[src/rtl/perceptron_pkg.sv]
// Shared definitions for the perceptron trainer: FSM states, weight-load
// select encodings and the sign-binary weight rule.
package perceptron_pkg;

  typedef enum logic [3:0] {
    ST_INIT_B,
    ST_INIT_W0,
    ST_INIT_W1,
    ST_IDLE,
    ST_SEND,
    ST_WAIT,
    ST_UPD_B,
    ST_UPD_W0,
    ST_UPD_W1
  } state_t;

  localparam logic [1:0] EN_NONE = 2'b00;
  localparam logic [1:0] EN_B    = 2'b01;
  localparam logic [1:0] EN_W0   = 2'b10;
  localparam logic [1:0] EN_W1   = 2'b11;

  // Weight points toward the sample for label 1 and away from it for label 0;
  // a clear sign bit (including zero) counts as non-negative.
  function automatic logic sign_to_weight(input logic label, input logic sign_bit);
    return label ^ sign_bit;
  endfunction

endpackage

[src/rtl/perceptron_trainer_if.sv]
// Handshake and weight-load bundle between the trainer, its upstream sample
// source and the perceptron it drives.
interface perceptron_trainer_if #(
  parameter int WIDTH = 8
);
  logic                    s_val_i;
  logic                    s_rdy_o;
  logic signed [WIDTH-1:0] s_X0_i;
  logic signed [WIDTH-1:0] s_X1_i;
  logic                    s_label_i;

  logic                    p_val_o;
  logic                    p_rdy_i;
  logic signed [WIDTH-1:0] X0_o;
  logic signed [WIDTH-1:0] X1_o;
  logic                    p_val_i;
  logic                    p_rdy_o;
  logic                    Y_i;

  logic [1:0]              W1W0b_en_o;
  logic                    b_o;
  logic                    W0_o;
  logic                    W1_o;

  modport master (
    input  s_val_i, s_X0_i, s_X1_i, s_label_i, p_rdy_i, p_val_i, Y_i,
    output s_rdy_o, p_val_o, X0_o, X1_o, p_rdy_o, W1W0b_en_o, b_o, W0_o, W1_o
  );

  modport slave (
    output s_val_i, s_X0_i, s_X1_i, s_label_i, p_rdy_i, p_val_i, Y_i,
    input  s_rdy_o, p_val_o, X0_o, X1_o, p_rdy_o, W1W0b_en_o, b_o, W0_o, W1_o
  );
endinterface

[src/rtl/perceptron_sat_cnt.sv]
// Saturating up-counter with a synchronous clear that beats an increment.
module perceptron_sat_cnt #(
  parameter int CNT_W = 16
) (
  input  logic             clk,
  input  logic             reset,
  input  logic             i_inc,
  input  logic             i_clr,
  output logic [CNT_W-1:0] o_cnt
);

  logic [CNT_W-1:0] r_cnt;

  always_ff @(posedge clk) begin
    if (reset || i_clr) begin
      r_cnt <= '0;
    end else if (i_inc && (r_cnt != '1)) begin
      r_cnt <= r_cnt + 1'b1;
    end
  end

  assign o_cnt = r_cnt;

endmodule

[src/rtl/perceptron_trainer.sv]
// Online training master: feeds labelled samples to the perceptron one at a
// time and rewrites its weights through the serial load port on a miss.
module perceptron_trainer
  import perceptron_pkg::*;
#(
  parameter int         WIDTH      = 8,
  parameter int         CNT_W      = 16,
  parameter logic [2:0] INIT_W1W0B = 3'b111
) (
  input  logic                 clk,
  input  logic                 reset,
  perceptron_trainer_if.master bus,
  input  logic                 train_en_i,
  input  logic                 clr_i,
  output logic [CNT_W-1:0]     err_cnt_o,
  output logic [CNT_W-1:0]     smp_cnt_o
);

  state_t                  r_state;
  state_t                  w_next;
  logic signed [WIDTH-1:0] r_x0;
  logic signed [WIDTH-1:0] r_x1;
  logic                    r_label;
  logic                    r_b;
  logic                    r_w0;
  logic                    r_w1;

  logic [1:0] w_en;
  logic       w_s_rdy;
  logic       w_p_val;
  logic       w_p_rdy;
  logic       w_y_hs;
  logic       w_miss;

  assign w_y_hs = (r_state == ST_WAIT) && bus.p_val_i;
  assign w_miss = (bus.Y_i != r_label);

  always_ff @(posedge clk) begin
    if (reset) begin
      r_state <= ST_INIT_B;
      r_x0    <= '0;
      r_x1    <= '0;
      r_label <= 1'b0;
      r_w1    <= INIT_W1W0B[2];
      r_w0    <= INIT_W1W0B[1];
      r_b     <= INIT_W1W0B[0];
    end else begin
      r_state <= w_next;
      if ((r_state == ST_IDLE) && bus.s_val_i) begin
        r_x0    <= bus.s_X0_i;
        r_x1    <= bus.s_X1_i;
        r_label <= bus.s_label_i;
      end
      // The whole new shadow is committed at the handshake; UPD_* only streams it out.
      if (w_y_hs && w_miss && train_en_i) begin
        r_b  <= r_label;
        r_w0 <= sign_to_weight(r_label, r_x0[WIDTH-1]);
        r_w1 <= sign_to_weight(r_label, r_x1[WIDTH-1]);
      end
    end
  end

  always_comb begin
    w_next  = r_state;
    w_en    = EN_NONE;
    w_s_rdy = 1'b0;
    w_p_val = 1'b0;
    w_p_rdy = 1'b0;
    case (r_state)
      ST_INIT_B:  begin w_en = EN_B;  w_next = ST_INIT_W0; end
      ST_INIT_W0: begin w_en = EN_W0; w_next = ST_INIT_W1; end
      ST_INIT_W1: begin w_en = EN_W1; w_next = ST_IDLE;    end
      ST_IDLE: begin
        w_s_rdy = 1'b1;
        if (bus.s_val_i) w_next = ST_SEND;
      end
      ST_SEND: begin
        w_p_val = 1'b1;
        if (bus.p_rdy_i) w_next = ST_WAIT;
      end
      ST_WAIT: begin
        w_p_rdy = 1'b1;
        if (bus.p_val_i) w_next = (w_miss && train_en_i) ? ST_UPD_B : ST_IDLE;
      end
      ST_UPD_B:  begin w_en = EN_B;  w_next = ST_UPD_W0; end
      ST_UPD_W0: begin w_en = EN_W0; w_next = ST_UPD_W1; end
      ST_UPD_W1: begin w_en = EN_W1; w_next = ST_IDLE;   end
      default:   w_next = ST_INIT_B;
    endcase
    // Keep the perceptron and upstream quiet while reset is held.
    if (reset) begin
      w_en    = EN_NONE;
      w_s_rdy = 1'b0;
      w_p_val = 1'b0;
      w_p_rdy = 1'b0;
    end
  end

  assign bus.s_rdy_o    = w_s_rdy;
  assign bus.p_val_o    = w_p_val;
  assign bus.p_rdy_o    = w_p_rdy;
  assign bus.X0_o       = r_x0;
  assign bus.X1_o       = r_x1;
  assign bus.W1W0b_en_o = w_en;
  assign bus.b_o        = r_b;
  assign bus.W0_o       = r_w0;
  assign bus.W1_o       = r_w1;

  perceptron_sat_cnt #(.CNT_W(CNT_W)) u_err_cnt (
    .clk   (clk),
    .reset (reset),
    .i_inc (w_y_hs && w_miss),
    .i_clr (clr_i),
    .o_cnt (err_cnt_o)
  );

  perceptron_sat_cnt #(.CNT_W(CNT_W)) u_smp_cnt (
    .clk   (clk),
    .reset (reset),
    .i_inc (w_y_hs),
    .i_clr (clr_i),
    .o_cnt (smp_cnt_o)
  );

endmodule

[src/flat_wrapper.sv]
// flat-port wrapper written by rule: the top's interface ports become plain ports
module perceptron_trainer_flat import perceptron_pkg::*;
#(
  parameter int         WIDTH      = 8,
  parameter int         CNT_W      = 16,
  parameter logic [2:0] INIT_W1W0B = 3'b111
)
  (clk, reset, train_en_i, clr_i, err_cnt_o, smp_cnt_o, bus_s_val_i, bus_s_X0_i, bus_s_X1_i, bus_s_label_i, bus_p_rdy_i, bus_p_val_i, bus_Y_i, bus_s_rdy_o, bus_p_val_o, bus_X0_o, bus_X1_o, bus_p_rdy_o, bus_W1W0b_en_o, bus_b_o, bus_W0_o, bus_W1_o);
  perceptron_trainer_if #(.WIDTH(WIDTH)) bus_i ();
  input  logic clk;
  input  logic reset;
  input  logic train_en_i;
  input  logic clr_i;
  output logic [CNT_W-1:0] err_cnt_o;
  output logic [CNT_W-1:0] smp_cnt_o;
  input wire logic [$bits(bus_i.s_val_i)-1:0] bus_s_val_i;
  input wire logic [$bits(bus_i.s_X0_i)-1:0] bus_s_X0_i;
  input wire logic [$bits(bus_i.s_X1_i)-1:0] bus_s_X1_i;
  input wire logic [$bits(bus_i.s_label_i)-1:0] bus_s_label_i;
  input wire logic [$bits(bus_i.p_rdy_i)-1:0] bus_p_rdy_i;
  input wire logic [$bits(bus_i.p_val_i)-1:0] bus_p_val_i;
  input wire logic [$bits(bus_i.Y_i)-1:0] bus_Y_i;
  output wire logic [$bits(bus_i.s_rdy_o)-1:0] bus_s_rdy_o;
  output wire logic [$bits(bus_i.p_val_o)-1:0] bus_p_val_o;
  output wire logic [$bits(bus_i.X0_o)-1:0] bus_X0_o;
  output wire logic [$bits(bus_i.X1_o)-1:0] bus_X1_o;
  output wire logic [$bits(bus_i.p_rdy_o)-1:0] bus_p_rdy_o;
  output wire logic [$bits(bus_i.W1W0b_en_o)-1:0] bus_W1W0b_en_o;
  output wire logic [$bits(bus_i.b_o)-1:0] bus_b_o;
  output wire logic [$bits(bus_i.W0_o)-1:0] bus_W0_o;
  output wire logic [$bits(bus_i.W1_o)-1:0] bus_W1_o;
  assign bus_i.s_val_i = bus_s_val_i;
  assign bus_i.s_X0_i = bus_s_X0_i;
  assign bus_i.s_X1_i = bus_s_X1_i;
  assign bus_i.s_label_i = bus_s_label_i;
  assign bus_i.p_rdy_i = bus_p_rdy_i;
  assign bus_i.p_val_i = bus_p_val_i;
  assign bus_i.Y_i = bus_Y_i;
  assign bus_s_rdy_o = bus_i.s_rdy_o;
  assign bus_p_val_o = bus_i.p_val_o;
  assign bus_X0_o = bus_i.X0_o;
  assign bus_X1_o = bus_i.X1_o;
  assign bus_p_rdy_o = bus_i.p_rdy_o;
  assign bus_W1W0b_en_o = bus_i.W1W0b_en_o;
  assign bus_b_o = bus_i.b_o;
  assign bus_W0_o = bus_i.W0_o;
  assign bus_W1_o = bus_i.W1_o;
  perceptron_trainer #(.WIDTH(WIDTH), .CNT_W(CNT_W), .INIT_W1W0B(INIT_W1W0B)) u_core (.clk(clk), .reset(reset), .bus(bus_i), .train_en_i(train_en_i), .clr_i(clr_i), .err_cnt_o(err_cnt_o), .smp_cnt_o(smp_cnt_o));
endmodule
[config.mk]
export PLATFORM = sky130hd
export DESIGN_NAME = perceptron_trainer_flat
export DESIGN_NICKNAME = d
export VERILOG_FILES = /design/src/rtl/perceptron_pkg.sv /design/src/rtl/perceptron_trainer_if.sv /design/src/rtl/perceptron_sat_cnt.sv /design/src/rtl/perceptron_trainer.sv /design/src/flat_wrapper.sv
export SDC_FILE = /design/constraint.sdc
export NUM_CORES = 1
export LEC_CHECK = 0
export ABC_AREA = 1
export CORE_AREA = 10 10 115 117
export DETAILED_ROUTE_END_ITERATION = 8
export DIE_AREA = 0 0 125 127
export DONT_BUFFER_PORTS = 1
export HOLD_SLACK_MARGIN = 0.02
export PLACE_DENSITY = 0.5
export SLEW_MARGIN = 15
export SYNTH_ARGS = -nofsm -noshare
export SYNTH_HDL_FRONTEND = slang
export SYNTH_SLANG_ARGS = --single-unit
[constraint.sdc]
create_clock -name clk -period 2 [get_ports clk]
set_input_delay 0.3 -clock clk [delete_from_list [all_inputs] [get_ports clk]]
set_output_delay 0.3 -clock clk [all_outputs]
set_load 0.1 [all_outputs]
### Yosys cells after proc, flatten, opt, wreduce, memory -nomap -nowiden

Index checks and enable logic that the tools add are counted.

* add/sub/neg operators: 2
* equality and inequality tests: 14
* muxes and demuxes: 13
* bitwise gates (word level): 2
* reduce and logical (&&, ||, !) cells: 13

Operator list (count)
* $add 16x1->16 const B: 2
* $ne 16x16->1 const B: 2
* $pmux 4 s8: 1
* $eq 4x3->1 const B: 4
* $mux 4: 3
* $eq 4x2->1 const B: 2
* $logic_and 1x1->1: 7
* $mux 1: 6
* $ne 2x2->1 const B: 3
* $pmux 2 s3: 1
* $reduce_or 2->1: 3
* $eq 4x1->1 const B: 1
* $eq 4x4->1 const B: 1
* $logic_not 4->1: 1
* $mux 3: 1
* $reduce_and 3->1: 1
* $mux 2: 1
* $xor 1x1->1: 2
* $logic_or 1x1->1: 1
* $ne 1x1->1: 1

* register bits after elaboration: 56
* input bits: 25
* output and inout bits: 56
* word-level logic and storage cells: 53

### Logic depth before layout (Yosys ltp)

Gate-level depths: netlist of run 1.

* depth after elaboration: 5
* depth in mapped cells: 10
* gate-level depth less buffers: 10

### Cells and area by module

From an unflattened synthesis of run 1, not the netlist that was laid out.

* cells, all modules: 463
* area, all modules: 3067.9 µm²

Modules (own cells, without submodules)
* perceptron_sat_cnt: times used 2, cells an instance 149, area an instance 950.9 µm², seq. area each 320.3 µm²
* perceptron_trainer: times used 1, cells an instance 165, area an instance 1166.1 µm², seq. area each 480.5 µm²

### Worst setup path after synthesis of run 1

Ideal clock, no wire load.

* path kind: register to output
* start: reg u_core.r_state[0]
* end: out bus_W1W0b_en_o[0]
* data arrival time: 5277 ps
* required time: 1700 ps
* slack: -3577 ps
* stages on the path, launching flop included: 4
* cells stage by stage: dfxtp_1 nor2_1 a21oi_1 a2111oi_0

* cells in the longest elaborated chain, start to end: 4
* elaborated cells between the ends (all ways): 11
* those cells by class: eq/ne (5); mux (2); reduce/logical (4)

Ends and longest elaborated chain
* start: declaration: RTL line perceptron_trainer.sv:19 `state_t r_state;`
* start signal: assignment: RTL line perceptron_trainer.sv:48 `r_state <= w_next;`
* $eq 4x2->1 (tied with other cells): RTL line perceptron_trainer.sv:69 `case (r_state)`
* $reduce_or 2->1 (no source line)
* $pmux 2 s3 (*): RTL line perceptron_trainer.sv:69
* $mux 2 (*): RTL line perceptron_trainer.sv:91 `if (reset) begin`
* end: declaration: RTL line flat_wrapper.sv:28 `output wire logic [$bits(bus_i.W1W0b_en_o)-1:0] bus_W1W0b_en_o;`

Every way passes the cells marked *; elsewhere a longest branch is shown, timed or not.

### Worst setup path in the final report of run 1

* start: reg u_core.r_state[2]
* end: out bus_W1W0b_en_o[1]

Same word-level chain as after synthesis.

==> flow_summary.ini, run 1 <==
[grt]
track_usage = 0.107
grt_pass1_vias = 2915
antenna_found_initial = 0
grt_max_degree = 27
grt.overflow.total = 0
grt_pass1_wl_um = 14500

[die]
ios = 81
start_util = 0.269
rows = 39
die_area_sq_um = 15900
fp.dieW_um = 125
coreArea_sq_um = 11100
die_height_um = 127

[job]
drv_cap = 0

[placement]
port-buffer-count = 0
place_hpwl_um = 6860
place.gp.congestion = 0.813

[cts]
insertion_delay_ps = 290
cts_tree = yes
cts.sinks = 56
cts_buffers = 5
clockRootBuffer = clkbuf_16
clk_pin_slew_worst_paths_ps = 70
h-tree-depth = 2
hold_buffers = 0
cts_max_path_buffers = 2

[sta]
relSlewSlack = 0.677
hold_viol = 0
slew_violations = 0
rsz0062_at_grt = no
fin_crit_sh = 0.950
tightest_slew_ps = 483
max_freq_mhz = 527
final.setup_skew_ps = 8.14
min_period_ps = 1900
final-setup-viol-count = 0

[finish]
drive_gt1_frac = 0.227
fin_util = 0.342
final_nets = 538
antenna_cells = 0
area_growth_pct = 27.2
fill_cells = 1239
multi_input_area_sq_um = 1690
final-seq-area_sq_um = 1150

[power_and_ir_drop]
p_per_area_nw_per_um2 = 654
power_frac_seq = 0.465
p_clk_frac = 0.407
total_power_uw = 2480
p_comb_frac = 0.129
sw_frac_of_total = 0.275
irDropWorstVdd_v = 0.000387
p_sw_uw = 682
p_leak_uw = 0.00146
internal_power_uw = 1800

[yosys]
ys_seq_elements = 56
synth_compound_area_frac = 0.111
netlist_area_sq_um = 2990
synth_cell_types = 26
synthAdderAreaFrac = 0.00838
syn_inst = 456
synth_top_family_by_area = simple AND/OR/NAND/NOR gates
yosysWarnings = 0
synth_xor_area_frac = 0.0410
syn_avg_cell_area_sq_um = 6.55
synth-simple-area-share = 0.390
syn_nets = 483
yosysSeqAreaShare = 0.375
synth.mux.area_fraction = 0

[detailed_routing]
ant_nets = 0
via_per_inst = 4.62
vias = 3027
route.detailed.drc = 0
first_pass_iters = 6
wl_per_cell_um = 13.6
drt_iter0_drc = 157
drt_wl_total_um = 8900

[setup_path]
worstSetupPathType = flop to output port
cp-start-kind = flop
cp-end-kind = output port
crit_arrival_ps = 1600
cp_data_required_time_ps = 1700
worst-path-max-fanout = 5

[run_status]
status = finished clean

[hold_path]
hold_class = input pin to flop
==> cell usage after synthesis (all sizes together) <==
cell type,instances,share of area
a2111oi,1,0.0029
a21oi,46,0.077
and2,1,0.0021
buf,6,0.016
clkbuf,7,0.0088
dfxtp,56,0.38
ha,2,0.0084
inv,39,0.049
nand2,154,0.20
nand3,36,0.060
nand3b,1,0.0025
nand4,11,0.023
nor2,64,0.099
nor3,2,0.0034
o211ai,3,0.0075
o21ai,12,0.024
or2,1,0.0021
xnor2,7,0.021
xor2,7,0.021
==> cells by family (layout without fill, tap and decap cells) <==
logic type               after synthesis  after routing
AO/OA/AOI/OAI                         62             62
XOR/XNOR                              14             14
adder cells (fa/ha/maj)                2              2
buffers and inverters                 52            108
flip-flops                            56             56
AND/OR/NAND/NOR                      270            270
==> registers in the layout, indices dropped and copies added, names as in the netlist <==
signal and count:
u_core.bus.W0_o 1, u_core.r_label 1, u_core.bus.X1_o 8, u_core.u_err_cnt.o_cnt 16
u_core.r_state 4, u_core.u_smp_cnt.o_cnt 16, u_core.bus.W1_o 1, u_core.bus.b_o 1
u_core.bus.X0_o 8
==> worst max-delay path: stages (launching register included) <==
cell     delay, ps
dfxtp_1        440
inv_2           90
nor2_2         160
nand3_1        120
nand3_1        120
nand2_1         50
inv_1           50
buf_4          280
==> repair_timing <==
item                                    4_1_cts  5_1_grt
endpoints found under the setup margin        1       12
resized for setup                             1        3
gates cloned                                  0        0
buffers inserted                              0        0
==> layer usage <==
metal,vias to the layer above,track usage,share of wire
met5,-,0,0
met3,12,0.0314,0.061
met2,62,0.183,0.48
met4,0,0.0386,0.018
li1,1573,-,-
met1,1380,0.126,0.45
==> final cells by class <==
type	instances	area share
clock buffer	5	0.0329
timing repair buffer	61	0.125
inverter	39	0.0385
multi-input combinational	348	0.444
clock inverter	3	0.0112
tap	143	0.0471
sequential	56	0.302
==> stage by stage <==
| stage | setup slack, ps | area [sq um] | instances | hold slack [ps] | TNS [ps] |
|---|---|---|---|---|---|
| after detailed placement | 91.9 | 3620 | 647 | 375 | 0 |
| after global routing | 0.886 | 3800 | 655 | 52.7 | 0 |
| after CTS | 35.0 | 3790 | 655 | 59.4 | 0 |
| after floorplan | -128 | 3040 | 456 | 464 | -208 |
| after global placement | 110 | 3620 | 647 | 373 | 0 |
| final | 101 | 3800 | 655 | 72.7 | 0 |
==> placed cells by master (no fill, tap or decap), drive strengths merged <==
cell | synthesis | layout
a2111oi | 1 | 1
a21oi | 46 | 46
and2 | 1 | 1
buf | 6 | 61
bufinv | 0 | 1
clkbuf | 7 | 5
clkinv | 0 | 1
clkinvlp | 0 | 1
dfxtp | 56 | 56
ha | 2 | 2
inv | 39 | 39
nand2 | 154 | 154
nand3 | 36 | 36
nand3b | 1 | 1
nand4 | 11 | 11
nor2 | 64 | 64
nor3 | 2 | 2
o211ai | 3 | 3
o21ai | 12 | 12
or2 | 1 | 1
xnor2 | 7 | 7
xor2 | 7 | 7
==> power groups by stage <==
stage / registers, uW / clock network [uW] / logic, uW
2_1_floorplan: 1250 / 0 / 192
3_5_place_dp: 1180 / 0 / 318
4_1_cts: 1150 / 1050 / 321
3_3_place_gp: 1180 / 0 / 315
5_1_grt: 1160 / 1100 / 342
6_report: 1150 / 1010 / 320
==> path summary, 6_finish.rpt <==
kind                             start                         end  slack, ps  cells after the start
min reg2reg         u_core.bus.X1_o[7]          u_core.bus.X1_o[7]        460                      2
min                              reset           u_core.r_state[0]         70                      1
max reg2reg  u_core.u_smp_cnt.o_cnt[4]  u_core.u_smp_cnt.o_cnt[15]        280                      8
max                  u_core.r_state[2]           bus_W1W0b_en_o[1]        100                      7
No activity file was read; power rests on OpenSTA's default activity.
==> inputs of run 2 (changes only) <==
- ABC_AREA: 1 -> not set
- CORE_AREA: 10 10 115 117 -> 10 10 112 114
- DIE_AREA: 0 0 125 127 -> 0 0 122 124
==> run 2 against run 1 <==
Effect of this change:
- synthesized cell count decreased by 25%
- non-clock buffer count increased by 13
- sequential power about the same
- critical path type unchanged
- sequential share of layout area increased by 1.4 points
- maximum frequency increased by 0.24%
- power decreased by 14%
- global-route usage increased by 0.47 points
- combinational power decreased by 5%
- cell area decreased by 0.16%
- first-iteration DRC count increased by 29%
==> flow_summary.ini, run 2 <==
[die]
die_height_um = 124
rows = 37
die_area_sq_um = 15100
coreArea_sq_um = 10200
fp.dieW_um = 122
ios = 81
start_util = 0.274

[setup_path]
crit_chain = buf_4, nor3b_2, a21oi_1, o32a_1, nor2_4, buf_12
cpMaxStageDelayCell = dfxtp_2
reg2reg_depth = 4
worst-path-max-fanout = 13
cp-end-kind = output port
critPathMaxStageDelay_ps = 350
cp-start-kind = flop
worstSetupPathType = flop to output port
crit_arrival_ps = 1590
cp_data_required_time_ps = 1700

[sta]
final.setup_skew_ps = 11.3
setup_slack_ps = 105
min_period_ps = 1890
tightest_slew_ps = 648
rsz0062_at_grt = no
fin_crit_sh = 0.947
hold_viol = 0
hold_ws_ps = 46.6
slew_violations = 0
final-setup-viol-count = 0
max_freq_mhz = 528
relSlewSlack = 0.564

[cts]
cts_max_path_buffers = 2
clockRootBuffer = clkbuf_8
insertion_delay_ps = 310
cts.sinks = 56
cts_buffers = 5
cts_tree = yes
postCtsSetupBuffers = 0
h-tree-depth = 2
clk_pin_slew_worst_paths_ps = 100

[power_and_ir_drop]
p_leak_uw = 0.00129
irDropWorstVdd_v = 0.000295
p_sw_uw = 606
p_comb_frac = 0.142
p_clk_frac = 0.337
power_frac_seq = 0.522
sw_frac_of_total = 0.283
p_per_area_nw_per_um2 = 565
internal_power_uw = 1540

[grt]
track_usage = 0.112
antenna_found_initial = 0
grt_pass1_vias = 2741
grt_max_degree = 37
grt_pass1_wl_um = 13800
grt.overflow.total = 0

[yosys]
syn_nets = 368
synth_top_area_cell = dfxtp_1
ys_seq_elements = 56
syn_avg_cell_area_sq_um = 8.23
syn_inst = 341
netlist_area_sq_um = 2810
synth_edf_count = 0
yosysSeqAreaShare = 0.400
netlist_top_cells_area = dfxtp_1, nand2_1, a21oi_1
synth_most_common_cell = dfxtp_1
synth_ff_type = dfxtp_1
async_reset_ff_frac = 0
synth_cell_types = 49
yosysTopAreaCellShare = 0.400
yosysWarnings = 0
yosys-top-cells-count = dfxtp_1, nand2_1, a21oi_1, clkbuf_1, nand4_1

[finish]
area_growth_pct = 35.3
fill_cells = 1054
final_nets = 427
layout_commonest_cell = buf_4
antenna_cells = 0
layout_common_cells = buf_4, nand2_1, a21oi_1
drive_gt1_frac = 0.334

[detailed_routing]
route.detailed.drc = 0
wl_per_cell_um = 16.1
drt_wl_total_um = 8670
via_per_inst = 5.22
vias = 2803
drt_iter0_drc = 202
ant_nets = 0
first_pass_iters = 4

[job]
drv_cap = 0

[placement]
place_ws_ps = 23.1
port-buffer-count = 0
place_hpwl_um = 6530
place.gp.congestion = 0.780

[hold_path]
holdPathStages = 1
hold_class = input pin to flop

[run_status]
status = finished clean
==> run 2: logic make-up (layout without fill, tap and decap cells) <==
kind of cell	Yosys count	in the layout	synth area share
AOI/OAI and AO/OA	92	92	0.214
xor gates and xnor gates	5	5	0.0156
adders and majority gates	2	2	0.00892
buffers and inverters	29	89	0.0410
DFF	56	56	0.400
muxes	4	4	0.0143
and+or+nand+nor	153	153	0.306
==> run 2: worst max-delay path: cells and delay by family, from the launching register on <==
family / cells / cell delay, ps
flops: 1 / 350
buf+inv: 2 / 370
compound gates: 2 / 260
simple gates: 2 / 290
==> run 2: cell type report <==
cell class | count | area [sq um] | share of cell area
multi-input combinational | 256 | 1670 | 0.439
sequential | 56 | 1200 | 0.316
timing repair buffer | 74 | 628 | 0.166
tap | 136 | 170 | 0.0448
clock buffer | 7 | 97.6 | 0.0257
inverter | 7 | 26.3 | 0.00692
clock inverter | 1 | 8.76 | 0.00231
==> run 2: metal layers <==
| layer | GRT usage | vias up | wire, um |
|---|---|---|---|
| li1 | - | 1406 | - |
| met1 | 0.130 | 1309 | 3690 |
| met2 | 0.184 | 81 | 3970 |
| met3 | 0.0543 | 7 | 954 |
| met4 | 0.0238 | 0 | 50 |
| met5 | 0 | - | 0 |
==> run 2: timing repair <==
item                       CTS  global route
hold endpoints to repair     0            14
setup endpoints to repair    3             4
hold buffers                 0             1
resized for setup            4             5
pin swaps                    0             2
==> run 2: power by group through the flow <==
stage          Clock, uW  Combinational (uW)  Sequential [uW]
2_1_floorplan          0                 182             1210
3_3_place_gp           0                 296             1140
3_5_place_dp           0                 297             1140
4_1_cts              756                 299             1120
5_1_grt              806                 324             1120
6_report             721                 303             1120
==> run 2: stage by stage <==
step	total power (uW)	instances	TNS (ps)	utilization	area (sq um)
3_5_place_dp	1440	528	0	0.357	3650
5_1_grt	2250	537	0	0.371	3790
2_1_floorplan	1390	341	-434	-	3010
3_3_place_gp	1440	528	0	0.357	3650
4_1_cts	2170	536	0	0.369	3770
6_report	2140	537	0	0.371	3790
==> run 2: worst paths after layout <==
check	start	to	slack, ps
setup reg to reg	u_core.r_state[3]	u_core.u_err_cnt.o_cnt[8]	120
hold reg to reg	u_core.bus.X0_o[3]	u_core.bus.X0_o[3]	460
hold / removal	reset	u_core.bus.X0_o[7]	50
setup / recovery	u_core.r_state[0]	bus_W1W0b_en_o[1]	110
==> inputs of run 3 (changes only) <==
- CORE_AREA: 10 10 112 114 -> 2 2 104 106
- DIE_AREA: 0 0 122 124 -> 0 0 106 108
==> run 3 against run 2 <==
Effect of this change:
- final cell count shrank 0.19%
- non-clock buffer count fell by 1
- cell area down 0.66%
- critical path type unchanged
==> flow_summary.ini, run 3 (synthesized netlist as in run 2, its figures left out) <==
[placement]
port-buffer-count = 0
place_ws_ps = 9.16
place_hpwl_um = 5930
place_area_sq_um = 3650
place.gp.congestion = 0.801
dp.cells = 528

[setup_path]
cp_data_required_time_ps = 1700
worst-path-max-fanout = 13
cp-start-kind = flop
crit_arrival_ps = 1610
cp_num_buf_inv = 2
r2r_setup_slack_ps = 100
cp_top_family = buffers and inverters
r2r_end = u_core.u_smp_cnt.o_cnt[13]
r2r_start = u_core.r_state[3]
reg2reg_depth = 4
critPathMaxStageDelay_ps = 360
cp-end-kind = output port
worstSetupPathType = flop to output port
crit_chain = buf_4, nor3b_2, a21oi_1, o32a_1, nor2_4, buf_12
cpMaxStageDelayCell = dfxtp_2

[sta]
slew_violations = 0
relSlewSlack = 0.535
final.setup_skew_ps = 14.9
hold_viol = 0
rsz0062_at_grt = no
fin_crit_sh = 0.954
min_period_ps = 1910
fin_tns_setup_ps = 0
max_freq_mhz = 524
tightest_slew_ps = 691
final-setup-viol-count = 0
setup_slack_ps = 91.6

[cts]
cts_max_path_buffers = 2
h-tree-depth = 2
clk_pin_slew_worst_paths_ps = 120
postCtsSetupBuffers = 0
hold_buffers = 0
insertion_delay_ps = 320
cts.sinks = 56
cts_buffers = 5
clockRootBuffer = clkbuf_8
cts_tree = yes

[finish]
area_growth_pct = 34.4
drive_gt1_frac = 0.338
layout_common_cells = buf_4, nand2_1, a21oi_1
final_nets = 426
layout_commonest_cell = buf_4
fill_cells = 1063
design_area_sq_um = 3770
antenna_cells = 0
layout.cells.non_filler = 536

[die]
die_area_sq_um = 11400
start_util = 0.274
die_height_um = 108
rows = 37
coreArea_sq_um = 10200
ios = 81
fp.dieW_um = 106

[detailed_routing]
wl_per_cell_um = 14.9
ant_nets = 0
drt_wl_total_um = 8010
vias = 2832
via_per_inst = 5.28
drt_iter0_drc = 193
first_pass_iters = 5
route.detailed.drc = 0

[hold_path]
min_to = u_core.r_state[2]
hold_class = input pin to flop
holdPathStages = 1
holdCritStartpoint = reset

[power_and_ir_drop]
p_leak_uw = 0.00129
irDropWorstVdd_v = 0.000245
p_per_area_nw_per_um2 = 551

[grt]
grt_pass1_vias = 2627
grt_max_degree = 37
grt.overflow.total = 0
track_usage = 0.140
antenna_found_initial = 0
grt_pass1_wl_um = 13100

[job]
drv_cap = 0

[run_status]
status = finished clean
[run 3: power by group]
group	total (uW)	leakage (uW)	internal (uW)	switching [uW]
combinational	298	0.000763	96.7	201
sequential	1120	0.000473	1110	9.65
clock	659	0.0000485	253	406
total	2080	0.00129	1460	617
[run 3: stage by stage]
| step | hold slack, ps | power (uW) | utilization |
|---|---|---|---|
| 2_1_floorplan | 436 | 1390 | - |
| 4_1_cts | 38.9 | 2110 | 0.367 |
| 5_1_grt | 28.6 | 2160 | 0.368 |
| 6_report | 61.6 | 2080 | 0.368 |
| 3_5_place_dp | 387 | 1440 | 0.357 |
| 3_3_place_gp | 385 | 1440 | 0.357 |
[run 3: worst max-delay path by stage]
stage | slack [ps] | start | end | cells past startpoint
after detailed placement | 9 | u_core.r_state[3] | u_core.u_smp_cnt.o_cnt[13] | 4
after floorplan | -170 | u_core.r_state[3] | bus_p_val_o | 4
after CTS | 8 | u_core.r_state[2] | bus_W1W0b_en_o[1] | 6
final | 90 | u_core.r_state[0] | bus_W1W0b_en_o[1] | 6
after global placement | 50 | u_core.r_state[3] | u_core.u_smp_cnt.o_cnt[9] | 4
after global routing | 20 | u_core.r_state[3] | u_core.u_smp_cnt.o_cnt[15] | 4
[run 3: area by class of cell]
class / instances / area, sq um / area share
Tap cell: 136 / 170 / 0.0451
Clock buffer: 5 / 68.8 / 0.0183
Inverter: 7 / 26.3 / 0.00697
Timing Repair Buffer: 73 / 618 / 0.164
Sequential cell: 56 / 1200 / 0.318
Multi-Input combinational cell: 256 / 1670 / 0.442
Clock inverter: 3 / 22.5 / 0.00597
[run 3: repair_timing]
action	4_1_cts	5_1_grt
setup endpoints to repair	2	6
endpoints found under the hold margin	0	0
gates resized for setup	2	7
pin swaps	0	1
[run 3: layer usage]
metal  GRT usage  vias up  wire (um)
met5           0        -          0
li1            -     1411          -
met1       0.175     1330       3520
met4      0.0338        0         90
met2       0.229       85       3720
met3      0.0512        6        678
[run 3: worst register-to-register path, stage by stage (launching register included)]
cell,delay [ps]
dfxtp_1,340
nand4bb_4,250
or4_4,600
or4_1,490
a21oi_1,140
